$ cat src/rtl/sd_pkg.sv
// Shared constants and types for the SD command-line engine and its helpers.
package sd_pkg;

   localparam logic [2:0] ADDR_ARG      = 3'd0;
   localparam logic [2:0] ADDR_CMD      = 3'd1;
   localparam logic [2:0] ADDR_STATUS   = 3'd2;
   localparam logic [2:0] ADDR_RESP     = 3'd3;
   localparam logic [2:0] ADDR_RESP_IDX = 3'd4;

   localparam int unsigned ST_BUSY    = 0;
   localparam int unsigned ST_TIMEOUT = 1;
   localparam int unsigned ST_CRC_ERR = 2;
   localparam int unsigned ST_DONE    = 3;

   localparam int unsigned FRAME_LEN  = 48;
   // Number of leading frame bits covered by CRC7.
   localparam int unsigned CRC_SPAN   = 40;
   localparam int unsigned NRC_CYCLES = 8;

   // x^7 + x^3 + 1
   localparam logic [6:0] CRC7_POLY = 7'h09;

   typedef enum logic [2:0] {StIdle, StTx, StNcr, StRx, StNrc} sd_state_e;

endpackage

$ cat src/rtl/sd_crc7.sv
// Serial CRC7 accumulator, one bit per enabled clk; clear has priority over enable.
module sd_crc7
   import sd_pkg::*;
(
   input  logic       clk,
   input  logic       reset_n,
   input  logic       clear,
   input  logic       enable,
   input  logic       bit_in,
   output logic [6:0] crc
);

   logic [6:0] crc_q, crc_d;
   logic       fb;

   always_comb begin
      fb    = bit_in ^ crc_q[6];
      crc_d = crc_q;
      if (clear) begin
         crc_d = '0;
      end else if (enable) begin
         crc_d = {crc_q[5:0], 1'b0} ^ (fb ? CRC7_POLY : 7'd0);
      end
   end

   always_ff @(posedge clk or negedge reset_n) begin
      if (!reset_n) begin
         crc_q <= '0;
      end else begin
         crc_q <= crc_d;
      end
   end

   assign crc = crc_q;

endmodule

$ cat src/rtl/sd_cmd_engine.sv
// SD CMD-line engine: Avalon register slave that sends a 48-bit command frame
// and optionally collects a 48-bit response, with CRC7 and Ncr timeout.
module sd_cmd_engine
   import sd_pkg::*;
#(
   parameter int unsigned CLK_DIV = 50,
   parameter int unsigned NCR_MAX = 64
) (
   input  logic        clk,
   input  logic        reset_n,
   input  logic [2:0]  address,
   input  logic        chipselect,
   input  logic        write_n,
   input  logic [31:0] writedata,
   output logic [31:0] readdata,
   output logic        sd_clk,
   output logic        cmd_out,
   output logic        cmd_oe,
   input  logic        cmd_in
);

   localparam int unsigned DivW = (CLK_DIV > 1) ? $clog2(CLK_DIV) : 1;
   localparam int unsigned NcrW = $clog2(NCR_MAX + 1);

   sd_state_e       state_q, state_d;
   logic [DivW-1:0] div_cnt_q, div_cnt_d;
   logic            sd_clk_q, sd_clk_d;
   logic [31:0]     arg_q, arg_d, cmd_q, cmd_d, resp_q, resp_d, readdata_q, readdata_d;
   logic [5:0]      resp_idx_q, resp_idx_d;
   logic            timeout_q, timeout_d, crc_err_q, crc_err_d, done_q, done_d;
   logic [39:0]     tx_sr_q, tx_sr_d;
   logic [44:0]     rx_sr_q, rx_sr_d;
   logic [5:0]      bit_cnt_q, bit_cnt_d;
   logic [NcrW-1:0] ncr_cnt_q, ncr_cnt_d;
   logic            cmd_out_q, cmd_out_d, cmd_oe_q, cmd_oe_d;
   logic            busy, wr_en, tick, rise, fall;
   logic            crc_clear, crc_en, crc_bit;
   logic [6:0]      crc;
   logic [31:0]     status;

   assign busy  = (state_q != StIdle);
   assign wr_en = chipselect && !write_n;
   assign tick  = busy && (div_cnt_q == DivW'(CLK_DIV - 1));
   assign rise  = tick && !sd_clk_q;
   assign fall  = tick && sd_clk_q;

   sd_crc7 u_crc7 (
      .clk     (clk),
      .reset_n (reset_n),
      .clear   (crc_clear),
      .enable  (crc_en),
      .bit_in  (crc_bit),
      .crc     (crc)
   );

   always_comb begin
      status              = '0;
      status[ST_BUSY]     = busy;
      status[ST_TIMEOUT]  = timeout_q;
      status[ST_CRC_ERR]  = crc_err_q;
      status[ST_DONE]     = done_q;
   end

   always_comb begin
      state_d    = state_q;
      div_cnt_d  = '0;
      sd_clk_d   = 1'b0;
      arg_d      = arg_q;
      cmd_d      = cmd_q;
      resp_d     = resp_q;
      resp_idx_d = resp_idx_q;
      timeout_d  = timeout_q;
      crc_err_d  = crc_err_q;
      done_d     = done_q;
      tx_sr_d    = tx_sr_q;
      rx_sr_d    = rx_sr_q;
      bit_cnt_d  = bit_cnt_q;
      ncr_cnt_d  = ncr_cnt_q;
      cmd_out_d  = cmd_out_q;
      cmd_oe_d   = cmd_oe_q;
      crc_clear  = 1'b0;
      crc_en     = 1'b0;
      crc_bit    = 1'b0;

      if (busy) begin
         div_cnt_d = tick ? '0 : div_cnt_q + 1'b1;
         sd_clk_d  = tick ? !sd_clk_q : sd_clk_q;
      end

      if (wr_en && !busy) begin
         if (address == ADDR_ARG) begin
            arg_d = writedata;
         end else if (address == ADDR_CMD) begin
            cmd_d     = writedata;
            state_d   = StTx;
            timeout_d = 1'b0;
            crc_err_d = 1'b0;
            done_d    = 1'b0;
            tx_sr_d   = {2'b01, writedata[5:0], arg_q};
            bit_cnt_d = '0;
            crc_clear = 1'b1;
         end
      end

      unique case (state_q)
         StIdle: ;
         StTx: begin
            if (fall) begin
               if (bit_cnt_q == 6'(FRAME_LEN)) begin
                  cmd_oe_d  = 1'b0;
                  cmd_out_d = 1'b1;
                  bit_cnt_d = '0;
                  ncr_cnt_d = '0;
                  crc_clear = 1'b1;
                  state_d   = cmd_q[8] ? StNcr : StNrc;
               end else begin
                  cmd_oe_d  = 1'b1;
                  bit_cnt_d = bit_cnt_q + 1'b1;
                  if (bit_cnt_q == 6'(CRC_SPAN)) begin
                     // CRC is final here; reload the shifter with CRC tail and end bit.
                     cmd_out_d = crc[6];
                     tx_sr_d   = {crc[5:0], 1'b1, 33'd0};
                  end else begin
                     cmd_out_d = tx_sr_q[39];
                     tx_sr_d   = {tx_sr_q[38:0], 1'b0};
                     crc_en    = (bit_cnt_q < 6'(CRC_SPAN));
                     crc_bit   = tx_sr_q[39];
                  end
               end
            end
         end
         StNcr: begin
            if (rise) begin
               if (!cmd_in) begin
                  state_d   = StRx;
                  bit_cnt_d = 6'd1;
                  crc_en    = 1'b1;
                  crc_bit   = 1'b0;
               end else if (ncr_cnt_q == NcrW'(NCR_MAX - 1)) begin
                  timeout_d = 1'b1;
                  bit_cnt_d = '0;
                  state_d   = StNrc;
               end else begin
                  ncr_cnt_d = ncr_cnt_q + 1'b1;
               end
            end
         end
         StRx: begin
            if (rise) begin
               rx_sr_d = {rx_sr_q[43:0], cmd_in};
               if (bit_cnt_q < 6'(CRC_SPAN)) begin
                  crc_en  = 1'b1;
                  crc_bit = cmd_in;
               end
               if (bit_cnt_q == 6'(FRAME_LEN - 1)) begin
                  // rx_sr_q[k-1] holds response bit k; cmd_in is the end bit.
                  resp_d     = rx_sr_q[38:7];
                  resp_idx_d = rx_sr_q[44:39];
                  crc_err_d  = (!cmd_q[9] && (rx_sr_q[6:0] != crc)) || !cmd_in;
                  bit_cnt_d  = '0;
                  state_d    = StNrc;
               end else begin
                  bit_cnt_d = bit_cnt_q + 1'b1;
               end
            end
         end
         StNrc: begin
            if (rise && (bit_cnt_q < 6'(NRC_CYCLES))) begin
               bit_cnt_d = bit_cnt_q + 1'b1;
            end
            // Finish on the falling edge that closes the last Nrc cycle, leaving sd_clk low.
            if (fall && (bit_cnt_q == 6'(NRC_CYCLES))) begin
               done_d  = 1'b1;
               state_d = StIdle;
            end
         end
         default: state_d = StIdle;
      endcase

      unique case (address)
         ADDR_ARG:      readdata_d = arg_q;
         ADDR_CMD:      readdata_d = cmd_q;
         ADDR_STATUS:   readdata_d = status;
         ADDR_RESP:     readdata_d = resp_q;
         ADDR_RESP_IDX: readdata_d = {26'd0, resp_idx_q};
         default:       readdata_d = '0;
      endcase
   end

   always_ff @(posedge clk or negedge reset_n) begin
      if (!reset_n) begin
         state_q    <= StIdle;
         div_cnt_q  <= '0;
         sd_clk_q   <= 1'b0;
         arg_q      <= '0;
         cmd_q      <= '0;
         resp_q     <= '0;
         resp_idx_q <= '0;
         timeout_q  <= 1'b0;
         crc_err_q  <= 1'b0;
         done_q     <= 1'b0;
         tx_sr_q    <= '0;
         rx_sr_q    <= '0;
         bit_cnt_q  <= '0;
         ncr_cnt_q  <= '0;
         cmd_out_q  <= 1'b1;
         cmd_oe_q   <= 1'b0;
         readdata_q <= '0;
      end else begin
         state_q    <= state_d;
         div_cnt_q  <= div_cnt_d;
         sd_clk_q   <= sd_clk_d;
         arg_q      <= arg_d;
         cmd_q      <= cmd_d;
         resp_q     <= resp_d;
         resp_idx_q <= resp_idx_d;
         timeout_q  <= timeout_d;
         crc_err_q  <= crc_err_d;
         done_q     <= done_d;
         tx_sr_q    <= tx_sr_d;
         rx_sr_q    <= rx_sr_d;
         bit_cnt_q  <= bit_cnt_d;
         ncr_cnt_q  <= ncr_cnt_d;
         cmd_out_q  <= cmd_out_d;
         cmd_oe_q   <= cmd_oe_d;
         readdata_q <= readdata_d;
      end
   end

   assign readdata = readdata_q;
   assign sd_clk   = sd_clk_q;
   assign cmd_out  = cmd_out_q;
   assign cmd_oe   = cmd_oe_q;

endmodule

$ cat config.mk
export PLATFORM = sky130hd
export DESIGN_NAME = sd_cmd_engine
export DESIGN_NICKNAME = d
export VERILOG_FILES = /design/src/rtl/sd_pkg.sv /design/src/rtl/sd_crc7.sv /design/src/rtl/sd_cmd_engine.sv
export SDC_FILE = /design/constraint.sdc
export NUM_CORES = 1
export LEC_CHECK = 0
export BUFFER_PORTS_ARGS = -buffer_cell sky130_fd_sc_hd__buf_2
export CAP_MARGIN = 0
export CELL_PAD_IN_SITES_DETAIL_PLACEMENT = 1
export CELL_PAD_IN_SITES_GLOBAL_PLACEMENT = 1
export CORE_MARGIN = 1.5
export CORE_UTILIZATION = 30
export DETAILED_ROUTE_END_ITERATION = 7
export GPL_ROUTABILITY_DRIVEN = 0
export MAX_ROUTING_LAYER = met4
export PLACE_DENSITY_LB_ADDON = 0.08
export SKIP_CTS_REPAIR_TIMING = 1
export SLEW_MARGIN = 20
export SYNTH_ARGS = -nofsm -noshare
export SYNTH_HDL_FRONTEND = slang
export SYNTH_SLANG_ARGS = --single-unit
$ cat constraint.sdc
create_clock -name clk -period 5.29 [get_ports clk]
set_input_delay 1.587 -clock clk [delete_from_list [all_inputs] [get_ports clk]]
set_output_delay 1.587 -clock clk [all_outputs]
set_load 0.03 [all_outputs]
Word level (Yosys, flattened, before mapping):

Index checks and enable logic that the tools add are counted.

* output and inout bits: 35
* flip-flop bits (word level): 254
* word-level logic and storage cells: 159

* equality and inequality tests: 21
* multiplexer cells: 87
* reductions and logical operators: 25
* order comparisons: 2
* $add $sub $neg: 3
* bitwise gates (word level): 3

Operators with widths (count)
* $mux 40: 7
* $pmux 32 s5: 1
* $mux 6: 13
* $mux 7: 7
* $mux 1: 41
* $mux 3: 12
* $eq 6x6->1 const B: 4
* $pmux 6 s4: 1
* $pmux 3 s5: 1
* $pmux 7 s2: 1
* $add 6x1->6 const B: 2
* $eq 3x2->1 const B: 4
* $ne 2x2->1 const B: 5
* $logic_and 1x1->1: 8
* $add 7x1->7 const B: 1
* $eq 7x6->1 const B: 1
* $ne 7x7->1: 1
* $xor 7x7->7: 1
* $eq 3x1->1 const B: 2
* $eq 3x3->1 const B: 2
* $eq 6x4->1 const B: 1
* $logic_not 3->1: 2
* $lt 6x4->1 const B: 1
* $lt 6x6->1 const B: 1
* 13 further kinds: 21

Longest topological paths before layout:

* depth after elaboration: 10
* gate-level depth with buffers: 9

Cells and area by module:

From an unflattened synthesis, not the netlist that was laid out.

* cell total of the unflattened synthesis: 1116
* area total of the unflattened synthesis: 11187.0 µm²

By module, submodules not included
* sd_cmd_engine: cells each 1088, area an instance 10879.2 µm², seq. area each 6182.2 µm², instances 1
* sd_crc7: cells each 28, area an instance 307.8 µm², seq. area each 175.2 µm², instances 1

Worst setup path after synthesis:

No wires, ideal clock.

* path kind: input -> register
* from: input port address[2]
* to: register tx_sr_q[10]
* arrival time: 2.986 ns
* setup slack: 2.222 ns
* path buffers: 3
* stages on the path: 7
* path through: buf_2 > nor4b_2 > and3_1 > buf_2 > buf_1 > nand2_1 > a31oi_1

* cells in the longest elaborated chain, start to end: 7
* elaborated cells on any way between the ends: 8

RTL lines
* start: declaration: line sd_cmd_engine.sv:11 `input logic [2:0] address,`
* $eq 3x1->1: line sd_cmd_engine.sv:93 `end else if (address == ADDR_CMD) begin`
* $mux 40: line sd_cmd_engine.sv:93
* $mux 40 (*): line sd_cmd_engine.sv:91 `if (address == ADDR_ARG) begin`
* $mux 40 (*): line sd_cmd_engine.sv:90 `if (wr_en && !busy) begin`
* $mux 40: line sd_cmd_engine.sv:109 `if (bit_cnt_q == 6'(FRAME_LEN)) begin`
* $mux 40: line sd_cmd_engine.sv:108 `if (fall) begin`
* $mux 40 (*): line sd_cmd_engine.sv:105 `unique case (state_q)`
* named net tx_sr_d[10]: line sd_cmd_engine.sv:31 `logic [39:0] tx_sr_q, tx_sr_d;`
* end signal: assignment: line sd_cmd_engine.sv:220 `tx_sr_q <= tx_sr_d;`
* end: declaration: line sd_cmd_engine.sv:31

The timed path passes the listed nets; every way through them passes the cells marked *.
A chain may end at the register's enable or synchronous reset.

Worst setup path in the final report:

* from: input port address[1]
* to: register tx_sr_q[32]

The elaborated chain is that of the path after synthesis.

==> results by group <==
Layout
  • Nets: 1209
  • Commonest non-fill, non-tap cell in the layout: nand2_1
  • Area Overhead vs Synth: 16.8%
  • Finished Cell Area: 0.0131 mm2
  • Layout fillers: 4131
  • Layout cell share with drive strength beyond 1: 13.7%
  • Commonest non-fill, non-tap cells in the layout: 321 x nand2_1, 253 x dfrtp_1, 77 x nor2_1, 76 x mux2_1, 73 x buf_2

Timing
  • Final hold slack: 0.468 ns
  • Slew @ Worst Pin: 1.02 ns
  • Final Cycle Share: 59.4%
  • Slew Viols, Final: 0
  • Final hold vios: 0
  • Slew margin rel.: 31.8%
  • Fmax: 318 MHz
  • RSZ-0062 raised after global routing: no
  • Clock Skew: 0.00850 ns
  • Setup TNS: 0 ns
  • Minimum clock period: 3.14 ns
  • Final setup fails: 0
  • Worst setup margin: 2.15 ns

Power and ir drop
  • Total power: 5300 uW
  • Pwr per Cell Area: 403 mW/mm2
  • Static leakage: 0.00651 uW
  • Peak supply drop: 0.000225 V

Global route
  • Total track usage: 18.0%
  • Initial antenna violation count: 2
  • Largest net degree at the start of global routing: 108
  • Global-route wire length before repair: 52400 um
  • Vias in the first global route: 8434
  • Overflow after GRT: 0

Critical path
  • CP max stage delay: 0.65 ns
  • CP cell instances: buf_2 > nor4b_2 > and3_2 > buf_12 > nand2_1 > a31oi_1
  • Crit-path leading delay family: simple AND/OR/NAND/NOR gates
  • R2r setup slk: 2.25 ns
  • Worst Path Arrival: 3.61 ns
  • Crit path required time: 5.76 ns
  • Kind of critical path: input pin to register
  • CP Max Fanout: 41
  • CP Buf/Inv Count: 2
  • CP Capture Type: register
  • Crit start category: input pin
  • Crit path max-delay cell type: and3_2

Floorplanning
  • Starting Density: 30.6%
  • Cell row count: 70
  • Die Height: 197 um
  • IO Pins: 75
  • Core area: 0.0368 mm2
  • Die X: 197 um
  • DIE AREA: 0.0387 mm2

Min path
  • Worst min path class: register to register

Placement
  • Port Buffers: 74
  • Post-Place Worst Slack: 1.54 ns
  • Placement Cell Area: 0.0121 mm2
  • DPL Wire Length: 21700 um

Synth
  • Synth Area in Compound Gates: 8.97%
  • Post-Synth Adder-Cell Area: 0.556%
  • Mapped Area: 0.0113 mm2
  • #FFs+latches synth: 254
  • Synth async-reset ratio: 100%
  • EDFF count, synth: 0
  • Post-synthesis cell count: 1109
  • Xor-xnor portion of the synthesized cell area: 1.60%
  • Mean Syn Cell Area: 10.1 um2
  • Syn_nets: 1154
  • Yosys cell types: 67
  • Sequential area share after synthesis: 56.5%
  • Combinational family with the most area after synthesis: simple AND/OR/NAND/NOR gates
  • Post-synthesis mux area share: 10.7%
  • Yosys warns: 0
  • Post-synthesis simple-gate area fraction: 18.7%
  • Ys flop type: dfrtp_1

Clocking
  • Clock sink count: 254
  • Clk buf depth: 3
  • CTS tree: built
  • Clk_lat worst skew: 0.56 ns
  • CTS H-tree lvls: 1
  • CTS Buf Count: 31
  • Reg clk slew, reported paths: 0.06 ns
  • Root Buffer: clkbuf_16

Routing
  • Starting DRT DRC Count: 464
  • Routed Antenna Nets: 0
  • Routed vias/inst: 4.94
  • DRT Pass-1 Iters: 4
  • Drt drc: 0
  • Wirelength, routed: 32800 um
  • Via count: 8165
  • Avg WL per Cell: 19.8 um

Job
  • Max-cap violations: 0

Outcome
  • Status: complete, no violations
final timing paths:
path,startpoint,cells after the start,to
max,address[1],6,tx_sr_q[32]
min,resp_q[25],2,resp_q[25]
max reg2reg,bit_cnt_q[0],9,tx_sr_q[11]
min reg2reg,resp_q[25],2,resp_q[25]
max in group asynchronous,reset_n,2,readdata[21]
min in group asynchronous,reset_n,1,cmd_oe
sequential cells by signal, summed over array words and instances (netlist names), 7 cells and up:
signal,cells
cmd_q,32
tx_sr_q,40
resp_q,32
ncr_cnt_q,7
rx_sr_q,45
arg_q,32
readdata,32
u_crc7.crc,7
worst min-delay path: stages, from the launching register on:
cell,delay (ns)
dfrtp_1,0.34
nand2_1,0.05
nand2_1,0.05
cells by family after synthesis:
group	Yosys count
XOR/XNOR	19
flip-flops	254
AND/OR/NAND/NOR	478
AO/OA/AOI/OAI	166
buffers and inverters	77
multiplexers	110
adder cells (fa/ha/maj)	5
routing by layer:
layer  part of all wire (%)  global-route usage, %  vias to the layer above
li1                       -                      -                     3878
met1                     54                   28.3                     4140
met2                     41                   24.2                      101
met3                    3.1                   2.55                       46
met4                    2.1                   3.96                        0
met5                      0                      -                        -
final cells by class:
type	count	area [um2]	area share, %
antenna	1	2.50	0.0190
inverter	7	26.3	0.200
sequential	254	6360	48.4
tap	468	586	4.46
clock inverter	11	180	1.37
timing repair buffer	92	553	4.21
clock buffer	43	861	6.55
multi-input combinational	778	4580	34.8
where the power goes:
part	total (uW)	leakage [uW]	switching [uW]	internal, uW
clock network	2200	0.000514	833	1370
registers	2460	0.00335	244	2220
logic	638	0.00264	385	253
total	5300	0.00651	1460	3840
Yosys cell counts, types with 2 or more instances:
cell         n  area, um2
nor2b_1      7       43.8
nand2b_1     7       43.8
and3_1       8       50.1
o21ai_1     13       65.1
mux2_1      76        856
or4_1        3       22.5
buf_2       26        130
a22oi_1      9       67.6
o31ai_1      3       22.5
a21oi_1     65        325
o22ai_1      4       25.0
a31oi_1     43        269
buf_1       13       48.8
o32ai_1      2       17.5
nor4_1       4       25.0
a211oi_1     2       15.0
clkbuf_1    28        105
nand3_1     17       85.1
nor3b_1      3       22.5
a211o_1      2       17.5
nor4_2       2       25.0
and2_1       2       12.5
nand3b_1     2       15.0
o211ai_1     5       37.5
nor4_4       3       63.8
nand4_1      4       25.0
nand2_1    321       1200
inv_1        6       22.5
nor3_1       5       25.0
o21ai_0      5       25.0
ha_1         5       62.6
xor2_1       6       52.6
mux2_2       5       56.3
nor3b_2      2       25.0
mux2i_1     29        290
o2bb2ai_1    2       17.5
xnor2_1     12        105
nor2_1      77        289
dfrtp_1    253       6330
metrics by stage:
| stage | std cells | util (%) |
|---|---|---|
| after floorplan | 1109 | - |
| after global placement | 1599 | 32.9 |
| after detailed placement | 1599 | 32.9 |
| after CTS | 1653 | 35.7 |
| after global routing | 1654 | 35.7 |
| final | 1654 | 35.7 |
Power figures use the tool's default switching activity.
